`config.mk`:
```
export PLATFORM = sky130hd
export DESIGN_NAME = scan_sample_mux
export DESIGN_NICKNAME = d
export VERILOG_FILES = /design/src/rtl/scan_sample_mux_pkg.sv /design/src/rtl/scan_sample_mux_next_chan_find.sv /design/src/rtl/scan_sample_mux.sv
export SDC_FILE = /design/constraint.sdc
export NUM_CORES = 1
export LEC_CHECK = 0
export CAP_MARGIN = 20
export CELL_PAD_IN_SITES_DETAIL_PLACEMENT = 0
export CELL_PAD_IN_SITES_GLOBAL_PLACEMENT = 1
export CORE_AREA = 5 5 141 143
export DETAILED_ROUTE_END_ITERATION = 10
export DIE_AREA = 0 0 146 148
export PLACE_DENSITY = 0.92
export SLEW_MARGIN = 20
export SYNTH_ARGS = -nofsm -noshare
export SYNTH_HDL_FRONTEND = slang
export SYNTH_HIERARCHICAL = 1
export SYNTH_SLANG_ARGS = --single-unit
```
`constraint.sdc`:
```
create_clock -name clk -period 5.9 [get_ports clk]
set_clock_uncertainty 0.2 [all_clocks]
set_input_delay 1.18 -clock clk [delete_from_list [all_inputs] [get_ports clk]]
set_output_delay 1.18 -clock clk [all_outputs]
set_load 0.005 [all_outputs]
```
`src/rtl/scan_sample_mux_pkg.sv`:
```
// Shared types and constants for the scan/sample multiplexer.
package scan_sample_mux_pkg;

    typedef enum logic [1:0] {
        IDLE   = 2'd0,
        SETTLE = 2'd1,
        HOLD   = 2'd2
    } state_e;

    localparam logic MODE_MANUAL = 1'b0;
    localparam logic MODE_SCAN   = 1'b1;

endpackage

```
`src/rtl/scan_sample_mux_next_chan_find.sv`:
```
// Priority search for the lowest set mask bit strictly above idx_i,
// or the lowest set bit overall when from_start_i is high.
module scan_sample_mux_next_chan_find #(
    parameter int unsigned SEL_WIDTH = 2
) (
    input  logic [(2**SEL_WIDTH)-1:0] mask_i,
    input  logic [SEL_WIDTH-1:0]      idx_i,
    input  logic                      from_start_i,
    output logic                      found_c_o,
    output logic [SEL_WIDTH-1:0]      next_c_o
);

    localparam int unsigned N = 2**SEL_WIDTH;

    // Walk downwards so the lowest qualifying bit is the one left standing.
    always_comb begin
        found_c_o = 1'b0;
        next_c_o  = '0;
        for (int i = int'(N) - 1; i >= 0; i--) begin
            if (mask_i[i] && (from_start_i || (i > int'(idx_i)))) begin
                found_c_o = 1'b1;
                next_c_o  = SEL_WIDTH'(i);
            end
        end
    end

endmodule

```
`src/rtl/scan_sample_mux.sv`:
```
// Registered channel sampler: settle wait, capture, valid/ready hold; manual or scan frames.
// Optional frame_end output enabled by defining SCAN_SAMPLE_MUX_FRAME_END_EN.
module scan_sample_mux
    import scan_sample_mux_pkg::*;
#(
    parameter int unsigned SEL_WIDTH    = 2,
    parameter int unsigned DATA_WIDTH   = 64,
    parameter int unsigned SETTLE_WIDTH = 4
) (
    input  logic                                      clk,
    input  logic                                      reset,
    input  logic                                      start,
    input  logic                                      mode,
    input  logic [SEL_WIDTH-1:0]                      manual_sel,
    input  logic [(2**SEL_WIDTH)-1:0]                 chan_en,
    input  logic [SETTLE_WIDTH-1:0]                   settle_cycles,
    input  logic [(2**SEL_WIDTH)-1:0][DATA_WIDTH-1:0] in,
    output logic [DATA_WIDTH-1:0]                     out_data,
    output logic [SEL_WIDTH-1:0]                      out_chan,
    output logic                                      out_valid,
    input  logic                                      out_ready,
    output logic                                      busy
`ifdef SCAN_SAMPLE_MUX_FRAME_END_EN
    ,
    output logic                                      frame_end
`endif
);

    localparam int unsigned N     = 2**SEL_WIDTH;
    // One spare bit so settle + 1 never wraps at the maximum setting.
    localparam int unsigned CNT_W = SETTLE_WIDTH + 1;

    state_e                  state_q, state_d;
    logic [CNT_W-1:0]        cnt_q, cnt_d;
    logic [SETTLE_WIDTH-1:0] settle_q, settle_d;
    logic                    mode_q, mode_d;
    logic [N-1:0]            en_q, en_d;
    logic [SEL_WIDTH-1:0]    sel_q, sel_d;
    logic [DATA_WIDTH-1:0]   data_q, data_d;
    logic [SEL_WIDTH-1:0]    chan_q, chan_d;
    logic                    valid_q, valid_d;
    logic                    busy_q, busy_d;
`ifdef SCAN_SAMPLE_MUX_FRAME_END_EN
    logic                    fe_q, fe_d;
`endif

    logic                    find_from_start;
    logic [N-1:0]            find_mask;
    logic                    find_found;
    logic [SEL_WIDTH-1:0]    find_next;
    logic                    accept;
    logic                    settled;

    scan_sample_mux_next_chan_find #(
        .SEL_WIDTH(SEL_WIDTH)
    ) u_find (
        .mask_i      (find_mask),
        .idx_i       (sel_q),
        .from_start_i(find_from_start),
        .found_c_o   (find_found),
        .next_c_o    (find_next)
    );

    // Idle searches the live mask from the bottom; otherwise search the latched mask above sel.
    assign find_from_start = (state_q == IDLE);
    assign find_mask       = find_from_start ? chan_en : en_q;
    assign accept          = start && ((mode == MODE_MANUAL) || find_found);
    assign settled         = (cnt_q == ({1'b0, settle_q} + CNT_W'(1)));

    always_comb begin
        state_d  = state_q;
        cnt_d    = cnt_q;
        settle_d = settle_q;
        mode_d   = mode_q;
        en_d     = en_q;
        sel_d    = sel_q;
        data_d   = data_q;
        chan_d   = chan_q;
        valid_d  = valid_q;
`ifdef SCAN_SAMPLE_MUX_FRAME_END_EN
        fe_d     = fe_q;
`endif
        case (state_q)
            IDLE: begin
                if (accept) begin
                    mode_d   = mode;
                    en_d     = chan_en;
                    settle_d = settle_cycles;
                    sel_d    = (mode == MODE_SCAN) ? find_next : manual_sel;
                    cnt_d    = '0;
                    state_d  = SETTLE;
                end
            end
            SETTLE: begin
                if (settled) begin
                    data_d  = in[sel_q];
                    chan_d  = sel_q;
                    valid_d = 1'b1;
                    state_d = HOLD;
`ifdef SCAN_SAMPLE_MUX_FRAME_END_EN
                    fe_d    = (mode_q == MODE_MANUAL) || !find_found;
`endif
                end else begin
                    cnt_d = cnt_q + CNT_W'(1);
                end
            end
            HOLD: begin
                if (valid_q && out_ready) begin
                    valid_d = 1'b0;
`ifdef SCAN_SAMPLE_MUX_FRAME_END_EN
                    fe_d    = 1'b0;
`endif
                    if ((mode_q == MODE_SCAN) && find_found) begin
                        sel_d   = find_next;
                        cnt_d   = '0;
                        state_d = SETTLE;
                    end else begin
                        state_d = IDLE;
                    end
                end
            end
            default: state_d = IDLE;
        endcase
        busy_d = (state_d != IDLE);
    end

    always_ff @(posedge clk) begin
        if (reset) begin
            state_q  <= IDLE;
            cnt_q    <= '0;
            settle_q <= '0;
            mode_q   <= MODE_MANUAL;
            en_q     <= '0;
            sel_q    <= '0;
            data_q   <= '0;
            chan_q   <= '0;
            valid_q  <= 1'b0;
            busy_q   <= 1'b0;
`ifdef SCAN_SAMPLE_MUX_FRAME_END_EN
            fe_q     <= 1'b0;
`endif
        end else begin
            state_q  <= state_d;
            cnt_q    <= cnt_d;
            settle_q <= settle_d;
            mode_q   <= mode_d;
            en_q     <= en_d;
            sel_q    <= sel_d;
            data_q   <= data_d;
            chan_q   <= chan_d;
            valid_q  <= valid_d;
            busy_q   <= busy_d;
`ifdef SCAN_SAMPLE_MUX_FRAME_END_EN
            fe_q     <= fe_d;
`endif
        end
    end

    assign out_data  = data_q;
    assign out_chan  = chan_q;
    assign out_valid = valid_q;
    assign busy      = busy_q;
`ifdef SCAN_SAMPLE_MUX_FRAME_END_EN
    assign frame_end = fe_q;
`endif

endmodule

```
==> results.ini <==
[logic_synthesis]
yosysSeqAreaShare=0.354
ys.warnings.count=6
synth_nets=764
ys_ff_latch=86
synthXorXnorAreaFrac=0.00901
synth_async_sr_flop_share=0
netlist_area_um2=4860
synth_top_family_by_area=multiplexers
synthSimpleGateAreaFrac=0.150
synth_compound_area_frac=0.112
synth-edff-count=0
synth_cell_types=41
synth-main-ff-cell=dfxtp_1
yosys-mux-area-fraction=0.335
avgSynthCellArea_um2=9.90
syn_inst=491
synthAdderAreaFrac=0.00515

[timing]
worst_pin_slew_ns=0.782
slew_violations=0
setup_tns_ns=0
fin_crit_ns=3.73
max_freq_mhz=268
setup_viol=0
rsz0062_at_grt=false
final-hold-violation-count=0
relSlewSlack=0.475
hold_slack_ns=0.252
timing.final.crit_share=0.632

[pwr]
p_per_area_nw_per_um2=203
fin_total_pwr_mw=1.76
p_switching_mw=0.476
swShare=0.270
power.share.sequential=0.380
clock_power_share=0.298
pwr-share-comb=0.322
p_int_mw=1.29
leakagePower_nw=2.91
irDropWorstVdd_mv=0.143

[worst_setup_path]
end_kind=register
r2r_start=state_q[0]
start_kind=primary input
cp_common_cell=nor2b_1
slowest_delay_ns=0.47
crit_start=chan_en[3]
worstPathCellList=clkdlybuf4s50_1 > mux2_2 > nor2b_1 > o32ai_1 > o21ai_0 > nand2b_1 > nand3_1 > nor2b_1 > mux2i_1 > nor2_1
crit_slowest_cell=nand3_1
worstPathRequired_ns=5.90
crit_arrival_ns=3.73
critical_path_class=primary input to register
critPathMaxFanout=10

[cts]
htree_levels=3
cts_buffers=9
ctsHoldBuffers=0
cts.path.max_buffers=2
cts_resized=0
clockRootBuffer=clkbuf_16
cts.sinks=86
clk_latency_ns=0.33
post-cts-setup-buffers=0
cts_tree=done
clkSlewWorstSetupHoldPaths_ns=0.06

[cells_and_area]
finalInstanceArea_um2=8710
final_common_cell=clkdlybuf4s50_1
syn_to_final_growth_pct=79.1
final_cell_mix=337 x clkdlybuf4s50_1, 138 x nand2_1, 84 x dfxtp_1, 75 x a21oi_1, 64 x mux4_2
drive_gt1_frac=0.119
final_util=0.472
nets=1080

[global_route]
first_global_vias=5199
grtUsageTotal=0.164
grt_max_degree=56
grt_pass1_wl_um=28200
overflow=0
antenna_found_initial=1

[drt]
drc=0
vias_per_cell=4.80
wirelength_um=18500
drt_iter0_markers=207
firstDrtPassIters=4
drtAntennaViolNets=0
dr_total_vias=5023
wl_per_cell_um=17.6

[placed_design]
gp_congestion=0.760
dp_hpwl_um=14600
dpl-instance-area_um2=8430
port_buffers=338

[floorplanning]
die_h_um=148
start_util=0.263
ios=339
fp.dieW_um=146
num_rows=50
die-area_um2=21600
core_um2=18500

[hold_path]
min-delay-start=out_data[50]
hold_path.class=register to register

[run]
drv_cap=0

[outcome]
outcome=finished clean

layer usage:
metal | GRT usage | vias to the layer above | wire length [µm]
li1 | - | 2418 | -
met1 | 0.180 | 2358 | 7010
met2 | 0.302 | 218 | 9500
met3 | 0.0451 | 29 | 1460
met4 | 0.0644 | 0 | 487
met5 | 0 | - | 0
critical path, delay by kind of cell:
kind	cells	cell delay, ns
AO/OA/AOI/OAI	2	0.45
buffers and inverters	1	0.43
multiplexers	2	0.52
AND/OR/NAND/NOR	5	1.16
final cells by class:
class,count,area [µm²]
Fill cell,1761,9750
Clock inverter,3,20.0
Tap cell,234,293
Sequential cell,86,1730
Inverter,4,15.0
Clock buffer,13,250
Timing Repair Buffer,344,3430
Multi-Input combinational cell,362,2970
Antenna cell,1,2.50
Yosys cell counts (all sizes together) (2+ instances only):
cell type / instances / share of area
nand2: 138 / 0.11
dfxtp: 86 / 0.35
a21oi: 75 / 0.077
mux4: 64 / 0.30
clkbuf: 27 / 0.021
nor2: 17 / 0.013
buf: 12 / 0.011
mux2i: 12 / 0.025
mux2: 6 / 0.014
inv: 4 / 0.0031
nand3: 4 / 0.0041
nor2b: 4 / 0.0051
nor3: 3 / 0.0031
o21ai: 3 / 0.0031
or3: 3 / 0.0039
xnor2: 3 / 0.0054
a2111oi: 2 / 0.0075
a21o: 2 / 0.0031
a31oi: 2 / 0.0026
ha: 2 / 0.0051
nand3b: 2 / 0.0031
o211ai: 2 / 0.0031
o21ba: 2 / 0.0041
or4: 2 / 0.0031
xor2: 2 / 0.0036
logic make-up (layout without fill, tap and decap cells):
| kind of cell | Yosys count | in the layout |
|---|---|---|
| adder cells (fa/ha/maj) | 2 | 2 |
| flip-flops | 86 | 86 |
| buffers and inverters | 43 | 364 |
| AO/OA/AOI/OAI | 94 | 94 |
| XOR/XNOR | 5 | 5 |
| multiplexers | 82 | 82 |
| other | 0 | 1 |
| AND/OR/NAND/NOR | 179 | 179 |
power by group through the flow:
stage | logic [mW] | registers, mW | clock network (mW)
finish | 0.568 | 0.670 | 0.526
global route | 0.612 | 0.679 | 0.575
CTS | 0.578 | 0.671 | 0.550
detailed placement | 0.577 | 0.684 | 0
global placement | 0.571 | 0.683 | 0
floorplan | 0.314 | 0.650 | 0
state kept, by name (all words and copies together) (netlist names):
name,count
state_q,2
en_q,4
mode_q,1
out_data,64
out_valid,1
out_chan,2
busy,1
sel_q,2
settle_q,4
cnt_q,5
final timing paths:
check,to,slack [ns],cells past startpoint
max,sel_q[1],2.17,10
min,out_data[50],0.25,2
max reg2reg,sel_q[1],2.40,10
min reg2reg,out_data[50],0.25,2
stage by stage:
stage,cells,setup slack (ns)
global route,1047,2.01
detailed placement,1030,1.83
CTS,1046,2.17
floorplan,491,2.46
global placement,1030,1.86
finish,1047,2.17
Note: power is estimated with default switching activity, not from simulation.
